<file path="config.mk">
export PLATFORM = sky130hd
export DESIGN_NAME = mem_arbiter_flat
export DESIGN_NICKNAME = d
export VERILOG_FILES = /design/src/rtl/mem_arbiter_if.sv /design/src/rtl/mem_arbiter.sv /design/src/flat_wrapper.sv
export SDC_FILE = /design/constraint.sdc
export NUM_CORES = 1
export LEC_CHECK = 0
export BUFFER_PORTS_ARGS = -buffer_cell sky130_fd_sc_hd__buf_2
export CAP_MARGIN = 5
export CORE_AREA = 2 2 120 122
export CTS_BUF_LIST = sky130_fd_sc_hd__clkbuf_4
export DETAILED_ROUTE_END_ITERATION = 8
export DIE_AREA = 0 0 122 124
export GPL_ROUTABILITY_DRIVEN = 0
export GPL_TIMING_DRIVEN = 0
export SLEW_MARGIN = 20
export SYNTH_ARGS = -nofsm -noshare
export SYNTH_HDL_FRONTEND = slang
export SYNTH_SLANG_ARGS = --single-unit
</file>
<file path="constraint.sdc">
create_clock -name i_clk -period 1.5 [get_ports i_clk]
set_input_delay 0.225 -clock i_clk [delete_from_list [all_inputs] [get_ports i_clk]]
set_output_delay 0.225 -clock i_clk [all_outputs]
set_load 0.01 [all_outputs]
</file>
<file path="src/rtl/mem_arbiter_if.sv">
// Bundle for the two-master arbiter: master 0/1 request sides plus the crossbar port.
// All signals are combinational pass-through wires; no state lives here.
// The slave modport is the arbiter's view, the master modport is the environment's view.
interface mem_arbiter_if #(
  parameter int ADDR_W = 30
);
  logic              i_m0_req;
  logic              i_m0_lock;
  logic [ADDR_W-1:0] i_m0_addr;
  logic [31:0]       i_m0_data;
  logic              i_m0_wren;
  logic [3:0]        i_m0_mask;
  logic              o_m0_gnt;
  logic              o_m0_rvalid;
  logic [31:0]       o_m0_rdata;

  logic              i_m1_req;
  logic              i_m1_lock;
  logic [ADDR_W-1:0] i_m1_addr;
  logic [31:0]       i_m1_data;
  logic              i_m1_wren;
  logic [3:0]        i_m1_mask;
  logic              o_m1_gnt;
  logic              o_m1_rvalid;
  logic [31:0]       o_m1_rdata;

  logic              o_mem_valid;
  logic [ADDR_W-1:0] o_mem_addr;
  logic [31:0]       o_mem_data;
  logic              o_mem_wren;
  logic [3:0]        o_mem_mask;
  logic [31:0]       i_mem_data;

  modport slave (
    input  i_m0_req, i_m0_lock, i_m0_addr, i_m0_data, i_m0_wren, i_m0_mask,
    output o_m0_gnt, o_m0_rvalid, o_m0_rdata,
    input  i_m1_req, i_m1_lock, i_m1_addr, i_m1_data, i_m1_wren, i_m1_mask,
    output o_m1_gnt, o_m1_rvalid, o_m1_rdata,
    output o_mem_valid, o_mem_addr, o_mem_data, o_mem_wren, o_mem_mask,
    input  i_mem_data
  );

  modport master (
    output i_m0_req, i_m0_lock, i_m0_addr, i_m0_data, i_m0_wren, i_m0_mask,
    input  o_m0_gnt, o_m0_rvalid, o_m0_rdata,
    output i_m1_req, i_m1_lock, i_m1_addr, i_m1_data, i_m1_wren, i_m1_mask,
    input  o_m1_gnt, o_m1_rvalid, o_m1_rdata,
    input  o_mem_valid, o_mem_addr, o_mem_data, o_mem_wren, o_mem_mask,
    output i_mem_data
  );
endinterface

</file>
<file path="src/rtl/mem_arbiter.sv">
// Two-master round-robin arbiter with bus lock onto the single data-memory port.
// Latency: grant same cycle as request; read data returns READ_LATENCY cycles after grant.
// Backpressure: a master waits with req held until gnt; returned read data cannot be stalled.
module mem_arbiter #(
  parameter int READ_LATENCY = 1,
  parameter int ADDR_W       = 30
) (
  input  logic          i_clk,
  input  logic          i_rst,
  mem_arbiter_if.slave  bus
);

  // Round-robin pointer: id of the most recently granted master.
  logic last_grant;
  // Bus lock: when valid, only lock_id may be granted.
  logic lock_vld;
  logic lock_id;

  // Owner-tag pipeline; stage READ_LATENCY-1 lines up with i_mem_data.
  logic [READ_LATENCY-1:0] tag_vld;
  logic [READ_LATENCY-1:0] tag_id;

  logic              gnt0;
  logic              gnt1;
  logic              gnt_any;
  logic              gnt_id;
  logic              owner_req;
  logic              sel_lock;
  logic              sel_wren;
  logic [ADDR_W-1:0] sel_addr;
  logic [31:0]       sel_data;
  logic [3:0]        sel_mask;

  // Grant decision: lock owner only, else single requester, else alternate.
  always_comb begin
    gnt0 = 1'b0;
    gnt1 = 1'b0;
    if (!i_rst) begin
      if (lock_vld) begin
        if (lock_id) gnt1 = bus.i_m1_req;
        else         gnt0 = bus.i_m0_req;
      end else if (bus.i_m0_req && bus.i_m1_req) begin
        gnt0 = last_grant;
        gnt1 = !last_grant;
      end else begin
        gnt0 = bus.i_m0_req;
        gnt1 = bus.i_m1_req;
      end
    end
  end

  assign gnt_any   = gnt0 | gnt1;
  assign gnt_id    = gnt1;
  assign owner_req = lock_id ? bus.i_m1_req : bus.i_m0_req;

  // Payload mux; master 0 is presented when nobody is granted.
  always_comb begin
    if (gnt_id) begin
      sel_lock = bus.i_m1_lock;
      sel_wren = bus.i_m1_wren;
      sel_addr = bus.i_m1_addr;
      sel_data = bus.i_m1_data;
      sel_mask = bus.i_m1_mask;
    end else begin
      sel_lock = bus.i_m0_lock;
      sel_wren = bus.i_m0_wren;
      sel_addr = bus.i_m0_addr;
      sel_data = bus.i_m0_data;
      sel_mask = bus.i_m0_mask;
    end
  end

  assign bus.o_m0_gnt    = gnt0;
  assign bus.o_m1_gnt    = gnt1;
  assign bus.o_mem_valid = gnt_any;
  assign bus.o_mem_addr  = sel_addr;
  assign bus.o_mem_data  = sel_data;
  assign bus.o_mem_mask  = sel_mask;
  assign bus.o_mem_wren  = sel_wren & gnt_any;

  // Track last grant and lock ownership; an idle owner releases the lock.
  always_ff @(posedge i_clk or posedge i_rst) begin
    if (i_rst) begin
      last_grant <= 1'b1;
      lock_vld   <= 1'b0;
      lock_id    <= 1'b0;
    end else if (gnt_any) begin
      last_grant <= gnt_id;
      lock_vld   <= sel_lock;
      lock_id    <= gnt_id;
    end else if (lock_vld && !owner_req) begin
      lock_vld   <= 1'b0;
    end
  end

  // Shift read-owner tags so returning data is steered to the issuing master.
  always_ff @(posedge i_clk or posedge i_rst) begin
    if (i_rst) begin
      tag_vld <= '0;
      tag_id  <= '0;
    end else begin
      tag_vld[0] <= gnt_any & !sel_wren;
      tag_id[0]  <= gnt_id;
      for (int i = 1; i < READ_LATENCY; i++) begin
        tag_vld[i] <= tag_vld[i-1];
        tag_id[i]  <= tag_id[i-1];
      end
    end
  end

  assign bus.o_m0_rvalid = tag_vld[READ_LATENCY-1] & !tag_id[READ_LATENCY-1];
  assign bus.o_m1_rvalid = tag_vld[READ_LATENCY-1] &  tag_id[READ_LATENCY-1];
  assign bus.o_m0_rdata  = bus.i_mem_data;
  assign bus.o_m1_rdata  = bus.i_mem_data;

endmodule

</file>
<file path="src/flat_wrapper.sv">
// flat-port wrapper written by rule: the top's interface ports become plain ports
module mem_arbiter_flat 
#(
  parameter int READ_LATENCY = 1,
  parameter int ADDR_W       = 30
)
  (i_clk, i_rst, bus_i_m0_req, bus_i_m0_lock, bus_i_m0_addr, bus_i_m0_data, bus_i_m0_wren, bus_i_m0_mask, bus_o_m0_gnt, bus_o_m0_rvalid, bus_o_m0_rdata, bus_i_m1_req, bus_i_m1_lock, bus_i_m1_addr, bus_i_m1_data, bus_i_m1_wren, bus_i_m1_mask, bus_o_m1_gnt, bus_o_m1_rvalid, bus_o_m1_rdata, bus_o_mem_valid, bus_o_mem_addr, bus_o_mem_data, bus_o_mem_wren, bus_o_mem_mask, bus_i_mem_data);
  mem_arbiter_if #(.ADDR_W(ADDR_W)) bus_i ();
  input  logic i_clk;
  input  logic i_rst;
  input wire logic [$bits(bus_i.i_m0_req)-1:0] bus_i_m0_req;
  input wire logic [$bits(bus_i.i_m0_lock)-1:0] bus_i_m0_lock;
  input wire logic [$bits(bus_i.i_m0_addr)-1:0] bus_i_m0_addr;
  input wire logic [$bits(bus_i.i_m0_data)-1:0] bus_i_m0_data;
  input wire logic [$bits(bus_i.i_m0_wren)-1:0] bus_i_m0_wren;
  input wire logic [$bits(bus_i.i_m0_mask)-1:0] bus_i_m0_mask;
  output wire logic [$bits(bus_i.o_m0_gnt)-1:0] bus_o_m0_gnt;
  output wire logic [$bits(bus_i.o_m0_rvalid)-1:0] bus_o_m0_rvalid;
  output wire logic [$bits(bus_i.o_m0_rdata)-1:0] bus_o_m0_rdata;
  input wire logic [$bits(bus_i.i_m1_req)-1:0] bus_i_m1_req;
  input wire logic [$bits(bus_i.i_m1_lock)-1:0] bus_i_m1_lock;
  input wire logic [$bits(bus_i.i_m1_addr)-1:0] bus_i_m1_addr;
  input wire logic [$bits(bus_i.i_m1_data)-1:0] bus_i_m1_data;
  input wire logic [$bits(bus_i.i_m1_wren)-1:0] bus_i_m1_wren;
  input wire logic [$bits(bus_i.i_m1_mask)-1:0] bus_i_m1_mask;
  output wire logic [$bits(bus_i.o_m1_gnt)-1:0] bus_o_m1_gnt;
  output wire logic [$bits(bus_i.o_m1_rvalid)-1:0] bus_o_m1_rvalid;
  output wire logic [$bits(bus_i.o_m1_rdata)-1:0] bus_o_m1_rdata;
  output wire logic [$bits(bus_i.o_mem_valid)-1:0] bus_o_mem_valid;
  output wire logic [$bits(bus_i.o_mem_addr)-1:0] bus_o_mem_addr;
  output wire logic [$bits(bus_i.o_mem_data)-1:0] bus_o_mem_data;
  output wire logic [$bits(bus_i.o_mem_wren)-1:0] bus_o_mem_wren;
  output wire logic [$bits(bus_i.o_mem_mask)-1:0] bus_o_mem_mask;
  input wire logic [$bits(bus_i.i_mem_data)-1:0] bus_i_mem_data;
  assign bus_i.i_m0_req = bus_i_m0_req;
  assign bus_i.i_m0_lock = bus_i_m0_lock;
  assign bus_i.i_m0_addr = bus_i_m0_addr;
  assign bus_i.i_m0_data = bus_i_m0_data;
  assign bus_i.i_m0_wren = bus_i_m0_wren;
  assign bus_i.i_m0_mask = bus_i_m0_mask;
  assign bus_o_m0_gnt = bus_i.o_m0_gnt;
  assign bus_o_m0_rvalid = bus_i.o_m0_rvalid;
  assign bus_o_m0_rdata = bus_i.o_m0_rdata;
  assign bus_i.i_m1_req = bus_i_m1_req;
  assign bus_i.i_m1_lock = bus_i_m1_lock;
  assign bus_i.i_m1_addr = bus_i_m1_addr;
  assign bus_i.i_m1_data = bus_i_m1_data;
  assign bus_i.i_m1_wren = bus_i_m1_wren;
  assign bus_i.i_m1_mask = bus_i_m1_mask;
  assign bus_o_m1_gnt = bus_i.o_m1_gnt;
  assign bus_o_m1_rvalid = bus_i.o_m1_rvalid;
  assign bus_o_m1_rdata = bus_i.o_m1_rdata;
  assign bus_o_mem_valid = bus_i.o_mem_valid;
  assign bus_o_mem_addr = bus_i.o_mem_addr;
  assign bus_o_mem_data = bus_i.o_mem_data;
  assign bus_o_mem_wren = bus_i.o_mem_wren;
  assign bus_o_mem_mask = bus_i.o_mem_mask;
  assign bus_i.i_mem_data = bus_i_mem_data;
  mem_arbiter #(.READ_LATENCY(READ_LATENCY), .ADDR_W(ADDR_W)) u_core (.i_clk(i_clk), .i_rst(i_rst), .bus(bus_i));
endmodule
</file>
After elaboration in Yosys (flattened, before gate mapping)
Index checks and enable logic that the tools add are counted.

Register bits after elaboration: 5. Bits of input ports: 172. Output and inout bits: 136. Logic and storage cells: 33.

Multiplexer cells: 16. Bitwise gates (word level): 5. Reductions and logical operators: 7.

Operators with widths (count): two-way mux 32 bit (1); two-way mux 30 bit (1); two-way mux 1 bit (13); bitwise AND 1 bit (4); zero test 1 bit (4); two-way mux 4 bit (1); logical AND 1 bit (2); nonzero test 2 bit (1); bitwise OR 1 bit (1).

Logic depth before layout (Yosys ltp)
Gate-level depths: netlist of the first run.

Depth in word-level cells: 7. Mapped depth: 5. Gate-level depth less buffers: 4.

Least setup slack after synthesis of the first run
OpenSTA, ideal clock, no wires.

Path type: flip-flop to output port. Start: register u_core.last_grant. End: output port bus_o_mem_data[26]. Arrival time: 1.350 ns. Data required time: 1.275 ns. Path slack: -0.075 ns. Stages on the path, launching flop included: 6. Path buffers: 2. Cell sequence: dfstp_2 nand3b_1 nand3_2 buf_6 buf_6 mux2_4.

Cells in the longest elaborated chain, start to end: 5.

RTL lines: start, declared (RTL line mem_arbiter.sv:14) `logic last_grant;`; start signal, assigned (RTL line mem_arbiter.sv:88) `last_grant <= gnt_id;`; zero test 1 bit (RTL line mem_arbiter.sv:44) `gnt1 = !last_grant;`; two-way mux 1 bit (RTL line mem_arbiter.sv:42) `end else if (bus.i_m0_req && bus.i_m1_req) begin`; two-way mux 1 bit (RTL line mem_arbiter.sv:39) `if (lock_vld) begin`; two-way mux 1 bit (RTL line mem_arbiter.sv:38) `if (!i_rst) begin`; two-way mux 32 bit (RTL line mem_arbiter.sv:58) `if (gnt_id) begin`; end, declared (RTL line flat_wrapper.sv:31) `output wire logic [$bits(bus_i.o_mem_data)-1:0] bus_o_mem_data;`.

No other way between the ends.

Final worst setup path of the first run
Start: register u_core.lock_vld. End: output port bus_o_mem_mask[1].

Cells in the longest elaborated chain, start to end: 3.

RTL lines: start, declared (RTL line mem_arbiter.sv:16) `logic lock_vld;`; start signal, assigned (RTL line mem_arbiter.sv:89) `lock_vld <= sel_lock;`; two-way mux 1 bit (RTL line mem_arbiter.sv:39); two-way mux 1 bit (RTL line mem_arbiter.sv:38); two-way mux 4 bit (RTL line mem_arbiter.sv:58); end, declared (RTL line flat_wrapper.sv:33) `output wire logic [$bits(bus_i.o_mem_mask)-1:0] bus_o_mem_mask;`.

No other way between the ends.

==> results of run 1 <==
logic make-up after synthesis:
logic type,after synthesis,share of synthesized area (%)
buffers and inverters,74,33.8
AND/OR/NAND/NOR,15,6.20
multiplexers,67,49.2
flip-flops,5,7.93
AO/OA/AOI/OAI,6,2.83
worst reg2reg max path: stages (launching register included):
cell,delay (ns)
dfstp_2,0.53
nand3b_1,0.14
buf_4,0.18
buf_6,0.10
buf_6,0.10
buf_6,0.10
buf_6,0.10
buf_6,0.10
buf_6,0.10
nand4_1,0.07
o311ai_1,0.09
per-stage QoR:
step / std cells / hold slack [ns] / TNS (ns)
floorplan: 167 / 0.00279 / -3.14
global placement: 622 / 0.158 / -28.42
detailed placement: 622 / 0.162 / -28.28
CTS: 649 / 0.177 / -38.06
global route: 652 / 0.186 / -39.08
finish: 652 / 0.172 / -35.16
sequential cells by signal, summed over array words and instances (netlist names):
| register | count |
|---|---|
| u_core.tag_vld | 1 |
| u_core.lock_vld | 1 |
| u_core.lock_id | 1 |
| u_core.tag_id | 1 |
| u_core.last_grant | 1 |
routing by layer:
layer	up-vias	global-route usage, %	part of all wire, %
li1	1129	-	-
met1	1069	10.3	35
met2	161	18.9	55
met3	4	1.37	8.9
met4	0	2.30	0.76
met5	-	0	0
layout make-up:
type,instances,area (sq um)
plain buffers,71,611
clock buffers,4,30.0
fillers,1405,9390
inverters,3,13.8
multi-input cells,88,1160
flip-flops and latches,5,126
well taps,180,225
repair buffers,301,2170
power breakdown:
group          switching (uW)  internal (uW)
registers                32.4            182
logic                     795           1470
clock network            64.5            119
total                     892           1770
synth_stat cells, types with 2 or more instances:
cell and count:
inv_1 3, mux2_4 8, buf_6 2, nand2_1 3
mux2_2 59, nand4_1 2, buf_2 5, dfrtp_1 4
nor2b_1 3, buf_4 64, nand3_2 2
worst max-delay path by stage:
stage / startpoint / to / slack, ns / depth (start not counted)
finish: u_core.lock_vld / bus_o_mem_mask[1] / -0.57 / 7
floorplan: u_core.last_grant / bus_o_mem_data[26] / -0.06 / 5
global placement: u_core.last_grant / bus_o_mem_data[29] / -0.47 / 6
CTS: u_core.last_grant / bus_o_mem_data[29] / -0.60 / 7
global route: u_core.lock_vld / bus_o_mem_data[28] / -0.63 / 7
detailed placement: u_core.last_grant / bus_o_mem_data[28] / -0.47 / 6
timing repair:
action / CTS / global route
setup buffers: 20 / 4
hold buffers: 1 / 0
pin swaps: 3 / 2
endpoints found under the setup margin: 73 / 73
gates cloned: 3 / 3
hold endpoints to repair: 4 / 0
gates resized for setup: 148 / 14
==> flow_summary_export.csv, run 1 <==
group,metric,value,unit
status,status,"finished with violations",
status,violations,"negative setup slack",
final_layout,layout_commonest_cell,"buf_2",
placed_design,placed_area,3200,sq um
worst_setup_path,cp_common_cell,"buf_12",
clock_network,clk_pin_slew,0.05,ns
worst_setup_path,r2r_slack,-0.23,ns
final_layout,nets,645,
sta,max_clock_freq,484,MHz
floorplanning,rows,43,
worst_setup_path,startpoint_type,"flop",
detailed_routing,wirelength,8520,um
worst_setup_path,cp_num_buf_inv,4,
sta,fin_ws,-0.566,ns
clock_network,cts_tree,"yes",
worst_setup_path,path_cells,"nand3b_1 > nand3_4 > buf_12 > buf_12 > buf_12 > mux2_4 > buf_6",
grt,grt_pass1_wl,11200,um
yosys,yosysTopAreaCell,"mux2_2",
yosys,yosysWarningCount,0,
placed_design,dp_hpwl,6540,um
floorplanning,dieArea,15100,sq um
yosys,ys_types,23,
worst_setup_path,crit_path_top_delay_cell,"dfrtp_1",
detailed_routing,vias,2363,
worst_hold_path,holdPathStages,2,
worst_setup_path,rr_endpoint,"u_core.lock_vld",
worst_setup_path,cp_data_arrival_time,1.84,ns
grt,antenna_found_initial,0,
detailed_routing,detail_route.wl_per_cell,13.1,um
sta,rsz0062_at_grt,"yes",
run,maxCapViolCount,0,
worst_hold_path,min-delay-start,"bus_i_m0_wren",
placed_design,io_buffers,275,
clock_network,cts-root-buf,"clkbuf_4",
worst_hold_path,hold_end,"u_core.tag_vld",
yosys,synth_top_area_share,41.7,%
worst_setup_path,rr_startpoint,"u_core.last_grant",
power_and_ir_drop,total_power,2660,uW
worst_setup_path,max_stage_delay,0.41,ns
power_and_ir_drop,p_leak,0.00256,uW
sta,clock_skew,0.00101,ns
floorplanning,core_area,13700,sq um
floorplanning,die_x,122,um
clock_network,cts_buffers,3,
worst_setup_path,critPathTopFamily,"buffers and inverters",
grt,grt_overflow,0,
worst_setup_path,path_class,"reg -> out",
yosys,ys_seq_area_share,7.93,%
yosys,ys_top_cells_by_area,"mux2_2 (42%), buf_4 (30%), mux2_4 (7.5%)",
clock_network,cts_sinks,5,
sta,slew_headroom,83.3,%
worst_setup_path,cp-end-kind,"output port",
grt,grt_usage,9.44,%
yosys,synth_nets,339,
yosys,synth_cells,167,
sta,setup_viol,72,
power_and_ir_drop,power_per_cell_area,615,nW/um^2
sta,period_minus_slack,2.07,ns
detailed_routing,dr.pass1.iters,6,
detailed_routing,ant_nets,0,
worst_setup_path,worstPathRequired,1.27,ns
worst_setup_path,critPathMaxFanout,5,
final_layout,final_core_util,31.6,%
sta,slew_violations,0,
grt,grt_max_degree,11,
final_layout,design_area,4330,sq um
detailed_routing,remaining_drc_errors,0,
sta,tightest_slew,0.250,ns
clock_network,clk_latency,0.25,ns
clock_network,h-tree-depth,1,
power_and_ir_drop,vdd_ir_drop_max,217,uV
detailed_routing,vias_per_cell,3.62,
final_layout,final_cell_mix,"buf_2 (209), buf_6 (73), buf_4 (72)",
placed_design,pre_cts_ws,-0.470,ns
worst_setup_path,r2r_cells,10,
yosys,synth_ff_type,"dfrtp_1",
final_layout,layout-drive-gt1-share,95.3,%
yosys,mappedNetlistArea,1590,sq um
floorplanning,start_util,11.6,%
yosys,synth_edf_count,0,
floorplanning,io-pin-count,308,
floorplanning,fp.dieH,124,um
worst_hold_path,min_path_type,"in -> reg",
sta,period_share,138,%
final_layout,area_delta_synth_final,172,%
sta,finalHoldViolCount,0,
grt,grt_pass1_vias,2341,
clock_network,cts_buffer_depth,2,
final_layout,n_antenna_cell,0,
yosys,ys_ff_latch,5,
yosys,postSynthAreaPerCell,9.55,sq um
detailed_routing,drtIter0Drc,40,
yosys,synth-async-reset-ratio,100,%
Power figures use the tool's default switching activity.
==> inputs of run 2 (changes only) <==
ABC_AREA = 1   (was not set)
CORE_AREA = 2 2 118 120   (was 2 2 120 122)
DIE_AREA = 0 0 120 122   (was 0 0 122 124)
GPL_TIMING_DRIVEN = not set   (was 0)
==> flow_summary_export.csv, run 2 <==
group,metric,value,unit
placed_design,pre_cts_ws,-0.105,ns
sta,finalHoldViolCount,0,
worst_setup_path,path_cells,"nand2_2 > a21oi_4 > nand2_8 > buf_12 > nand2_4 > nand2_2 > nor2_2 > buf_2",
yosys,yosysWarningCount,0,
worst_setup_path,critPathTopFamily,"simple AND/OR/NAND/NOR gates",
yosys,yosys-top-cells-count,"nand2_1 (217), buf_4 (64), inv_1 (11)",
floorplanning,core_area,13500,sq um
floorplanning,start_util,12.2,%
worst_hold_path,min_path_type,"in -> async",
final_layout,layout_commonest_cell,"buf_2",
detailed_routing,drtIter0Drc,54,
yosys,yosysTopAreaCell,"nand2_1",
placed_design,dp_hpwl,5500,um
floorplanning,die_x,120,um
final_layout,area_delta_synth_final,71.4,%
clock_network,cts_buffers,3,
sta,slew_violations,0,
floorplanning,dieArea,14600,sq um
clock_network,cts_buffer_depth,2,
worst_setup_path,startpoint_type,"flop",
placed_design,io_buffers,211,
yosys,ys_ff_latch,5,
grt,grt_overflow,0,
sta,max_clock_freq,557,MHz
yosys,synth_edf_count,0,
grt,grt_pass1_wl,10200,um
worst_setup_path,critPathMaxFanout,8,
worst_setup_path,startpoint,"u_core.lock_id",
floorplanning,rows,43,
power_and_ir_drop,p_leak,0.00184,uW
worst_setup_path,worstPathRequired,1.27,ns
grt,grt_usage,8.70,%
sta,rsz0062_at_grt,"yes",
clock_network,h-tree-depth,1,
power_and_ir_drop,vdd_ir_drop_max,384,uV
worst_setup_path,cp-end-kind,"output port",
sta,holdWs,0.0311,ns
power_and_ir_drop,power_per_cell_area,985,nW/um^2
yosys,ys_top_cells_by_area,"nand2_1 (50%), buf_4 (29%), dfrtp_1 (6.1%)",
worst_setup_path,rr_startpoint,"u_core.last_grant",
sta,fin_ws,-0.295,ns
final_layout,multi_input_area,980,sq um
yosys,synth-async-reset-ratio,100,%
floorplanning,fp.dieH,122,um
floorplanning,io-pin-count,308,
clock_network,clk_pin_slew,0.04,ns
final_layout,final_core_util,20.8,%
detailed_routing,detail_route.wl_per_cell,10.9,um
run,maxCapViolCount,0,
grt,grt_pass1_vias,2169,
yosys,ys_types,14,
sta,slew_headroom,86.6,%
yosys,synth_ff_type,"dfrtp_1",
sta,setup_viol,71,
final_layout,final_cell_mix,"buf_2 (209), nand2_1 (204), buf_4 (20)",
detailed_routing,wirelength,7340,um
sta,tns,-18.59,ns
yosys,postSynthAreaPerCell,5.01,sq um
final_layout,layout-drive-gt1-share,54.3,%
sta,period_minus_slack,1.80,ns
placed_design,placed_area,2500,sq um
final_layout,design_area,2820,sq um
final_layout,n_antenna_cell,0,
worst_setup_path,max_stage_delay,0.37,ns
yosys,ys_seq_area_share,7.69,%
yosys,synth_most_common_cell,"nand2_1",
yosys,synth_nets,500,
grt,antenna_found_initial,0,
worst_setup_path,cp_common_cell,"nand2_2",
final_layout,nets,668,
detailed_routing,dr.pass1.iters,4,
yosys,mappedNetlistArea,1640,sq um
worst_setup_path,path_class,"reg -> out",
clock_network,cts-root-buf,"clkbuf_4",
clock_network,cts_sinks,5,
yosys,synth_cells,328,
worst_setup_path,crit_path_top_delay_cell,"dfrtp_1",
detailed_routing,vias_per_cell,3.52,
clock_network,cts_tree,"yes",
sta,period_share,120,%
detailed_routing,vias,2376,
worst_setup_path,cp_num_buf_inv,2,
clock_network,clk_latency,0.24,ns
status,violations,"negative setup slack",
sta,clock_skew,0.00247,ns
yosys,synth_top_area_share,49.6,%
sta,tightest_slew,0.201,ns
worst_setup_path,cp_data_arrival_time,1.57,ns
detailed_routing,ant_nets,0,
status,status,"finished with violations",
grt,grt_max_degree,36,
final_layout,fillCellCount,1541,
detailed_routing,remaining_drc_errors,0,
final_layout,seq_area,128,sq um
==> run 2: cell type report <==
cell class | instances | area share, %
multi-input cells | 234 | 34.8
inverters | 11 | 1.47
clock buffers | 4 | 1.07
well taps | 180 | 8.00
repair buffers | 241 | 50.1
flip-flops and latches | 5 | 4.53
==> run 2: through the flow <==
| stage | cells | total power [uW] |
|---|---|---|
| after floorplan | 328 | 1470 |
| after global placement | 654 | 2180 |
| after detailed placement | 654 | 2180 |
| after CTS | 671 | 2680 |
| after global routing | 675 | 3050 |
| final | 675 | 2770 |
==> run 2: path summary, 6_finish.rpt <==
| check | slack, ns | cells after the start | to |
|---|---|---|---|
| min in group i_clk | 0.27 | 4 | u_core.tag_vld |
| max in group asynchronous | 1.27 | 3 | u_core.last_grant |
| worst min-delay path | 0.03 | 3 | u_core.lock_id |
| worst max register to register | -0.10 | 12 | u_core.lock_vld |
| worst min register to register | 0.60 | 2 | u_core.lock_id |
| worst max-delay path | -0.30 | 8 | bus_o_mem_wren |
==> run 2: cell families after synthesis <==
kind of cell	share of synthesized area, %
compound gates	1.45
flops	7.69
simple gates	53.3
buf+inv	37.5
==> run 2: repair_timing <==
item / CTS / global route
hold buffers: 0 / 0
endpoints found under the setup margin: 70 / 72
gates resized for setup: 15 / 16
buffers inserted: 11 / 4
cloned: 2 / 2
pin swaps: 3 / 4
endpoints found under the hold margin: 0 / 0
==> run 2: per-layer routing <==
layer / up-vias / GRT usage, % / share of wire [%]
met3: 38 / 2.34 / 10
met5: - / 0 / 0
met2: 133 / 15.7 / 49
met1: 965 / 9.43 / 36
met4: 0 / 4.12 / 3.9
li1: 1240 / - / -
==> run 2: worst reg2reg max path, delay by kind of cell (launching register included) <==
family	cells	cell delay, ns
DFF	1	0.37
buffers and inverters	7	0.79
and+or+nand+nor	5	0.33
==> run 2: where the power goes <==
part	internal, uW	leakage [uW]	total [uW]	switching [uW]
Combinational	1090	0.00176	2350	1260
Sequential	197	0.0000594	250	52.5
Clock	119	0.0000184	174	55.1
==> inputs of run 3 (changes only) <==
ABC_AREA = not set   (was 1)
CORE_AREA = 2 2 120 122   (was 2 2 118 120)
DIE_AREA = 0 0 122 124   (was 0 0 120 122)
TNS_END_PERCENT = 20   (was not set)
==> flow_summary_export.csv, run 3 (same netlist as run 1, synthesis figures left out) <==
group,metric,value,unit
status,violations,"negative setup slack",
grt,grt_pass1_wl,7880,um
sta,period_minus_slack,2.04,ns
floorplanning,fp.dieH,124,um
grt,antenna_found_initial,0,
floorplanning,start_util,11.6,%
grt,grt_usage,6.81,%
grt,grt_pass1_vias,1601,
final_layout,final_cell_mix,"buf_2 (198), mux2_2 (55), buf_4 (14)",
clock_network,cts_sinks,5,
final_layout,layout-drive-gt1-share,93.0,%
clock_network,clk_latency,0.24,ns
clock_network,clk_pin_slew,0.05,ns
worst_setup_path,rr_startpoint,"u_core.last_grant",
sta,clock_skew,0.000710,ns
clock_network,cts_buffer_depth,2,
clock_network,cts_tree,"yes",
sta,tns,-33.84,ns
status,status,"finished with violations",
clock_network,h-tree-depth,1,
detailed_routing,detail_route.wl_per_cell,13.0,um
sta,rsz0062_at_grt,"yes",
worst_setup_path,worstPathRequired,1.27,ns
detailed_routing,ant_nets,0,
placed_design,dpl.cell_count,501,
power_and_ir_drop,total_power,1740,uW
sta,max_clock_freq,490,MHz
detailed_routing,drtIter0Drc,33,
sta,fin_ws,-0.539,ns
power_and_ir_drop,power_per_cell_area,641,nW/um^2
clock_network,cts_buffers,3,
worst_setup_path,critPathMaxFanout,15,
placed_design,pre_cts_ws,-0.253,ns
detailed_routing,vias,1774,
sta,tightest_slew,0.355,ns
grt,grt_overflow,0,
power_and_ir_drop,swShare,37.0,%
clock_network,cts-root-buf,"clkbuf_4",
sta,finalHoldViolCount,0,
detailed_routing,wirelength,6640,um
worst_setup_path,startpoint,"u_core.last_grant",
final_layout,fillCellCount,1549,
sta,slew_headroom,76.3,%
floorplanning,io-pin-count,308,
run,maxCapViolCount,0,
floorplanning,dieArea,15100,sq um
detailed_routing,dr.pass1.iters,3,
grt,grt_max_degree,31,
final_layout,n_antenna_cell,0,
sta,setup_viol,72,
final_layout,fin_cells,510,
worst_setup_path,cp_data_arrival_time,1.81,ns
power_and_ir_drop,p_clk_share,10.2,%
sta,slew_violations,0,
power_and_ir_drop,p_leak,0.00148,uW
detailed_routing,remaining_drc_errors,0,
placed_design,dp_hpwl,5550,um
worst_setup_path,cp-end-kind,"output port",
floorplanning,rows,43,
worst_setup_path,path_class,"reg -> out",
sta,period_share,136,%
final_layout,area_delta_synth_final,70.3,%
power_and_ir_drop,internal_power,1100,uW
detailed_routing,vias_per_cell,3.48,
final_layout,final_core_util,19.8,%
final_layout,layout_commonest_cell,"buf_2",
power_and_ir_drop,vdd_ir_drop_max,193,uV
placed_design,io_buffers,211,
floorplanning,die_x,122,um
worst_hold_path,min_path_type,"in -> async",
power_and_ir_drop,pwr-share-comb,78.2,%
final_layout,nets,503,
floorplanning,core_area,13700,sq um
power_and_ir_drop,switchingPower,643,uW
worst_setup_path,startpoint_type,"flop",
power_and_ir_drop,seq_power_share,11.6,%
run 3: cell count changes in the layout (fill, tap and decap cells not counted), moves of 6 or more:
cell and delta:
nand2_2 -11, buf_2 -11, nand3_1 -6, mux2_2 +55
mux2_4 +12, buf_4 -6, buf_6 +9, nand2_1 -201
inv_1 -7
run 3: worst paths after layout:
| path | end | slack [ns] | cells after the start |
|---|---|---|---|
| setup / recovery | bus_o_mem_data[4] | -0.54 | 6 |
| min in group i_clk | u_core.tag_vld | 0.17 | 2 |
| setup reg to reg | u_core.lock_vld | -0.07 | 7 |
| max in group asynchronous | u_core.last_grant | 1.24 | 3 |
| hold reg to reg | u_core.lock_id | 0.60 | 2 |
| hold / removal | u_core.lock_id | 0.01 | 3 |
run 3: what timing repair did:
item	in CTS	in global routing
setup endpoints to repair	71	72
cloned	0	1
hold buffers	0	0
pin swaps	0	2
resized for setup	2	22
setup buffers	0	4
run 3: worst max-delay path: stages (launching register included):
cell and delay [ns]:
dfstp_2 0.52, nand3b_1 0.14, nand3_4 0.13, buf_12 0.12, clkbuf_16 0.17, mux2_2 0.34, buf_2 0.14
run 3: final cells by class:
| cell class | count | area [sq um] | share of cell area [%] |
|---|---|---|---|
| multi-input cells | 88 | 978 | 36.1 |
| repair buffers | 230 | 1340 | 49.5 |
| well taps | 180 | 225 | 8.30 |
| inverters | 3 | 11.3 | 0.415 |
| clock buffers | 4 | 30.0 | 1.11 |
| flip-flops and latches | 5 | 126 | 4.66 |
run 3: stage by stage:
stage	area (sq um)	hold slack [ns]
final	2710	0.0110
after detailed placement	2480	0.274
after global routing	2710	0.0190
after CTS	2520	0.0127
after floorplan	1600	0.00279
after global placement	2480	0.268
run 3: power by group through the flow:
stage               clock (uW)  sequential (uW)  combinational [uW]
finish                     177              201                1360
global route               192              207                1470
CTS                        183              201                1200
detailed placement           0              202                1190
global placement             0              201                1190
floorplan                    0              210                 811
run 3: routing by layer:
| metal | share of wire [%] | vias up | track usage [%] |
|---|---|---|---|
| met5 | 0 | - | 0 |
| met4 | 2.7 | 0 | 3.16 |
| met3 | 10 | 22 | 1.65 |
| met2 | 50 | 120 | 12.0 |
| met1 | 37 | 789 | 7.73 |
| li1 | - | 843 | - |
